<file path="src/rtl/conv1.sv">
// conv1: streaming 3x3 convolution over a raster-order frame.
// Two line buffers feed a sliding window; a result is registered one clock
// after the pixel that completes a fully in-frame 3x3 window.

// One kernel tap: signed 16x8 product, sign-extended to the accumulator width.
module conv1_tap (
    input  logic [15:0] pix,
    input  logic [7:0]  coef,
    output logic [31:0] prod
);
    logic signed [23:0] p;
    assign p    = 24'(signed'(pix)) * 24'(signed'(coef));
    assign prod = 32'(p);
endmodule

module conv1 #(
    parameter int IMG_W = 28,
    parameter int IMG_H = 28,
    parameter logic signed [7:0] K00 = 8'sd1,
    parameter logic signed [7:0] K01 = 8'sd2,
    parameter logic signed [7:0] K02 = 8'sd1,
    parameter logic signed [7:0] K10 = 8'sd0,
    parameter logic signed [7:0] K11 = 8'sd0,
    parameter logic signed [7:0] K12 = 8'sd0,
    parameter logic signed [7:0] K20 = -8'sd1,
    parameter logic signed [7:0] K21 = -8'sd2,
    parameter logic signed [7:0] K22 = -8'sd1
) (
    input  logic        clk,
    input  logic        reset_n,
    input  logic [15:0] data_in,
    input  logic        rdata_r,
    output logic [31:0] data_out,
    output logic        wdata_r
);
    localparam int CW = (IMG_W > 1) ? $clog2(IMG_W) : 1;
    localparam int RW = (IMG_H > 1) ? $clog2(IMG_H) : 1;
    localparam logic [CW-1:0] COL_MAX = CW'(IMG_W - 1);
    localparam logic [RW-1:0] ROW_MAX = RW'(IMG_H - 1);
    // Tap k = i*3 + j, i = window row (0 oldest), j = window column (0 leftmost).
    localparam logic [8:0][7:0] KER = {K22, K21, K20, K12, K11, K10, K02, K01, K00};

    logic [CW-1:0] col;
    logic [RW-1:0] row;

    // lb0 holds the row two above the current one, lb1 the row directly above.
    logic [15:0] lb0 [IMG_W];
    logic [15:0] lb1 [IMG_W];

    // Two older window columns per row; the newest column comes straight
    // from the line buffers and the incoming pixel.
    logic [2:0][1:0][15:0] win;
    logic [2:0][15:0]      ncol;
    logic [8:0][15:0]      tap_pix;
    logic [8:0][31:0]      tap_prod;
    logic [31:0]           acc;

    assign ncol[0] = lb0[col];
    assign ncol[1] = lb1[col];
    assign ncol[2] = data_in;

    for (genvar k = 0; k < 9; k++) begin : g_tap
        if (k % 3 == 2) begin : g_new
            assign tap_pix[k] = ncol[k/3];
        end else begin : g_old
            assign tap_pix[k] = win[k/3][k%3];
        end
        conv1_tap u_tap (
            .pix  (tap_pix[k]),
            .coef (KER[k]),
            .prod (tap_prod[k])
        );
    end

    // Adder tree over the nine taps of the window being completed this cycle.
    always_comb begin
        acc = '0;
        for (int k = 0; k < 9; k++) acc = acc + tap_prod[k];
    end

    // Line buffers and window shift only on accepted pixels; contents never cleared.
    always_ff @(posedge clk) begin
        if (!reset_n && rdata_r) begin
            lb0[col] <= lb1[col];
            lb1[col] <= data_in;
            for (int i = 0; i < 3; i++) begin
                win[i][0] <= win[i][1];
                win[i][1] <= ncol[i];
            end
        end
    end

    // Raster position tracking and registered result with one-cycle valid pulse.
    always_ff @(posedge clk) begin
        if (reset_n) begin
            col      <= '0;
            row      <= '0;
            data_out <= '0;
            wdata_r  <= 1'b0;
        end else begin
            wdata_r <= 1'b0;
            if (rdata_r) begin
                if (row >= RW'(2) && col >= CW'(2)) begin
                    data_out <= acc;
                    wdata_r  <= 1'b1;
                end
                if (col == COL_MAX) begin
                    col <= '0;
                    row <= (row == ROW_MAX) ? '0 : row + RW'(1);
                end else begin
                    col <= col + CW'(1);
                end
            end
        end
    end
endmodule

</file>
<file path="config.mk">
export PLATFORM = sky130hd
export DESIGN_NAME = conv1
export DESIGN_NICKNAME = d
export VERILOG_FILES = /design/src/rtl/conv1.sv
export SDC_FILE = /design/constraint.sdc
export NUM_CORES = 1
export LEC_CHECK = 0
export CAP_MARGIN = 20
export CORE_UTILIZATION = 60
export DETAILED_ROUTE_END_ITERATION = 8
export HOLD_SLACK_MARGIN = 0.06
export PLACE_DENSITY = 0.78
export SETUP_SLACK_MARGIN = 0.3
export SLEW_MARGIN = 20
export SYNTH_ARGS = -nofsm -noshare
export SYNTH_HDL_FRONTEND = slang
export SYNTH_SLANG_ARGS = --single-unit
</file>
<file path="constraint.sdc">
create_clock -name clk -period 17.2 [get_ports clk]
set_input_delay 2.58 -clock clk [delete_from_list [all_inputs] [get_ports clk]]
set_output_delay 2.58 -clock clk [all_outputs]
set_load 0.1 [all_outputs]
</file>
==> metrics.md <==
| Metric | Value |
|---|---|
| Crit path max-delay family | adder cells |
| CTS Sinks | about 1k |
| Total Wirelength | approximately 100000 um |
| Layout cells sized above 1 | 0.210 |
| WS Path Type | input pin to flip-flop |
| Initial drt markers | 2643 |
| CP endpoint kind | flip-flop |
| Worst slew pin tran | about 1.1 ns |
| Most area-consuming cells after synthesis | edfxtp_1, mux4_2, fa_1 |
| Htree depth | 3 |
| Synth area leader | edfxtp_1 |
| Clock skew | 0.0273 ns |
| Critical Path Fanout Max | 30 |
| Vias after detailed routing | 21.4k |
| Vias in the first global route | about 22k |
| Max_cap viols | 0 |
| Slew HR | 0.256 |
| Core Util, Final | 0.680 |
| Total power | about 0.0057 W |
| WP data required | between 15 and 20 ns |
| Area Growth Syn to Fin | 11.6% |
| Number of port buffers | 51 |
| Top-area cell type share of the netlist area | 0.688 |
| Synth Instances | between 2k and 2.5k |
| Final Wtd Congestion | about 0.90 |
| DIE WIDTH | 266 um |
| Max VDD drop | ~120 uV |
| Remaining Overflow, GRT | 0 |
| Worst path cell trace | clkdlybuf4s50_1 > inv_1 > fa_1 > inv_1 > fa_1 > fa_1 > inv_1 > ha_1 > nand2_1 > nor2_1 > nand3_1 > or3_1 > a2111oi_0 > a311o_1 |
| All-layer global routing usage | 0.298 |
| Fill count | around 4.2k |
| Clk buf depth | 3 |
| Fin. Hold Viols | 0 |
| Fin crit share | 0.423 |
| Core Rows | 96 |
| Nets | approximately 2.4k |
| Buf/Inv on CP | 4 |
| DRT Pass-1 Iters | 5 |
| Sequential element share of the synthesized area | 0.708 |
| Setup Buffers After CTS | 0 |
| Final HPWL DP | 54000 um |
| First-pass GRT wire length | 148000 um |
| Register bit total from synthesis | 1003 |
| Syn avg cell area | 19.1 um^2 |
| Element type at the critical path start | input pin |
| Final critical-path required period | 7.27 ns |
| TNS Setup | 0 ns |
| Crit-path slowest cell | clkdlybuf4s50_1 |
| Die Area | 0.0709 mm^2 |
| DRC | 0 |
| Worst EP arrival | 7.87 ns |
| Max stage delay on crit path | about 1.1 ns |
| Die Ht | 266 um |
| Multi-input combinational cell area | 0.0113 mm^2 |
| Number of buffers created by CTS | 97 |
| Max Slew Vio Count | 0 |
| Top-count cell post-synth | edfxtp_1 |
| P_leak | between 15 and 20 nW |
| Root Buffer | clkbuf_16 |
| Synthesized area | around 0.042 mm^2 |
| Initial antenna violation count | 5 |
| Design Area, Final | between 0.04 and 0.05 mm^2 |
| Largest net degree at the start of global routing | between 150 and 200 |
| # setup viols final | 0 |
| CTS tree | built |
| Dpl cell area | 0.0438 mm^2 |
| RSZ-0062 raised after global routing | false |
| Pwr dens | between 100 and 150 mW/mm^2 |
| Core region area | between 0.06 and 0.07 mm^2 |
| Post-cts sizing count | 0 |
| Worst hold-check path type | flip-flop to flip-flop |
| Synthesized net count | about 2.3k |
| Async set-reset flop share out of synthesis | 0 |
| Post-synth top cells | edfxtp_1, mux4_2, inv_1, nand2_1, fa_1 |
| Count of unique library cells instantiated by Yosys | 67 |
| Status | complete, no violations |
| Post-route ant nets | 0 |
| Synth warn | 0 |
| Initial Util | 0.609 |
| Main synth FF type | edfxtp_1 |
| FMAX | between 0.1 and 0.15 GHz |
| Placed cells | 3135 |
| Routed wire per std cell | about 31 um |
| Post-DR vias/cell | ~6.5 |
| Hold-fix buffers at CTS | 0 |
| Post-Layout Cell Count | roughly 3.3k |
| Seq. cell area | about 0.030 mm^2 |
| Post-synth EDFFs | 960 |
| IO Pins | 52 |
| CTS clk-pin slew, worst paths | around 0.06 ns |
| Worst-skew pair later-pin latency | 0.66 ns |
path summary, 6_finish.rpt:
kind	start	endpoint	slack, ns	cells past startpoint
worst max-delay path	data_in[15]	data_out[18]	9.93	14
worst min-delay path	tap_pix[26]	tap_pix[10]	0.44	0
worst max register to register	flip-flop	data_out[18]	10.16	18
worst min register to register	tap_pix[26]	tap_pix[10]	0.44	0
area by class of cell:
| type | count | share of cell area |
|---|---|---|
| inverter | 191 | 0.0154 |
| tap | 931 | 0.0249 |
| clock buffer | 120 | 0.0551 |
| antenna | 1 | 0.0000535 |
| clock inverter | 56 | 0.00853 |
| multi-input combinational | 906 | 0.241 |
| timing repair buffer | 104 | 0.0197 |
| sequential | 1003 | 0.635 |
power breakdown:
group          total, W  leakage, nW  internal [W]  switching [W]
Combinational  0.000946         4.69      0.000360       0.000586
Clock           0.00201         1.44       0.00111       0.000900
Sequential      0.00272         9.01       0.00271      0.0000135
Total           0.00568         15.1       0.00418        0.00150
cell families after synthesis:
| group | count (synthesis) | share of synthesized area |
|---|---|---|
| flip-flops | 1003 | 0.708 |
| multiplexers | 305 | 0.150 |
| AO/OA/AOI/OAI | 166 | 0.0245 |
| adder cells (fa/ha/maj) | 121 | 0.0515 |
| XOR/XNOR | 23 | 0.00481 |
| AND/OR/NAND/NOR | 291 | 0.0334 |
| buffers and inverters | 286 | 0.0276 |
registers in the layout, summed over array words and instances, names as in the netlist, named ones only:
register / cells
lb0: 448
data_out: 27
col: 5
wdata_r: 1
lb1: 448
tap_pix: 64
row: 5
worst register-to-register path, stage by stage, from the launching register on:
cell and delay [ns]:
dfxtp_4 0.70, buf_12 0.66, mux4_2 0.71, mux4_2 0.48, nand2_1 0.07, and2_1 0.31
inv_1 0.32, fa_1 0.57, fa_1 0.56, inv_1 0.06, fa_1 0.48, inv_1 0.04
ha_1 0.42, nand2_1 0.18, nor2_1 0.26, nand3_1 0.10, or3_1 0.37, a2111oi_0 0.50
a311o_1 0.18
placed cells by master (no fill, tap or decap), types with 5 or more instances in the layout:
| master | n |
|---|---|
| xnor2_1 | 13 |
| or3_1 | 5 |
| edfxtp_1 | 960 |
| dfxtp_1 | 39 |
| and2_1 | 17 |
| clkinv_2 | 17 |
| clkbuf_16 | 100 |
| clkbuf_1 | 20 |
| nor2b_1 | 5 |
| clkinv_1 | 26 |
| mux2_2 | 16 |
| clkdlybuf4s50_1 | 49 |
| nand2_1 | 116 |
| nor2_1 | 34 |
| buf_4 | 51 |
| a21oi_1 | 50 |
| inv_1 | 189 |
| nor2_4 | 29 |
| nand3b_1 | 7 |
| nand4_1 | 7 |
| nand3_1 | 21 |
| nor4_1 | 8 |
| fa_1 | 86 |
| xor2_1 | 10 |
| mux2i_1 | 33 |
| o21ai_0 | 55 |
| o21bai_1 | 5 |
| a21o_1 | 10 |
| a211oi_1 | 9 |
| clkinvlp_4 | 5 |
| ha_1 | 35 |
| mux4_2 | 256 |
| nor3_1 | 15 |
per-stage QoR:
| stage | hold WS, ns | worst slack [ns] |
|---|---|---|
| finish | 0.441 | 9.93 |
| global route | 0.463 | 9.54 |
| CTS | 0.445 | 10.0 |
| detailed placement | 0.436 | 9.33 |
| global placement | 0.434 | 9.55 |
| floorplan | 0.424 | 8.89 |
per-layer routing:
| layer | share of wire | global-route usage |
|---|---|---|
| met4 | 0.038 | 0.116 |
| met2 | 0.49 | 0.472 |
| met3 | 0.11 | 0.0709 |
| met5 | 0.00013 | 0 |
| met1 | 0.37 | 0.406 |
(Power assumes the default switching activity.)
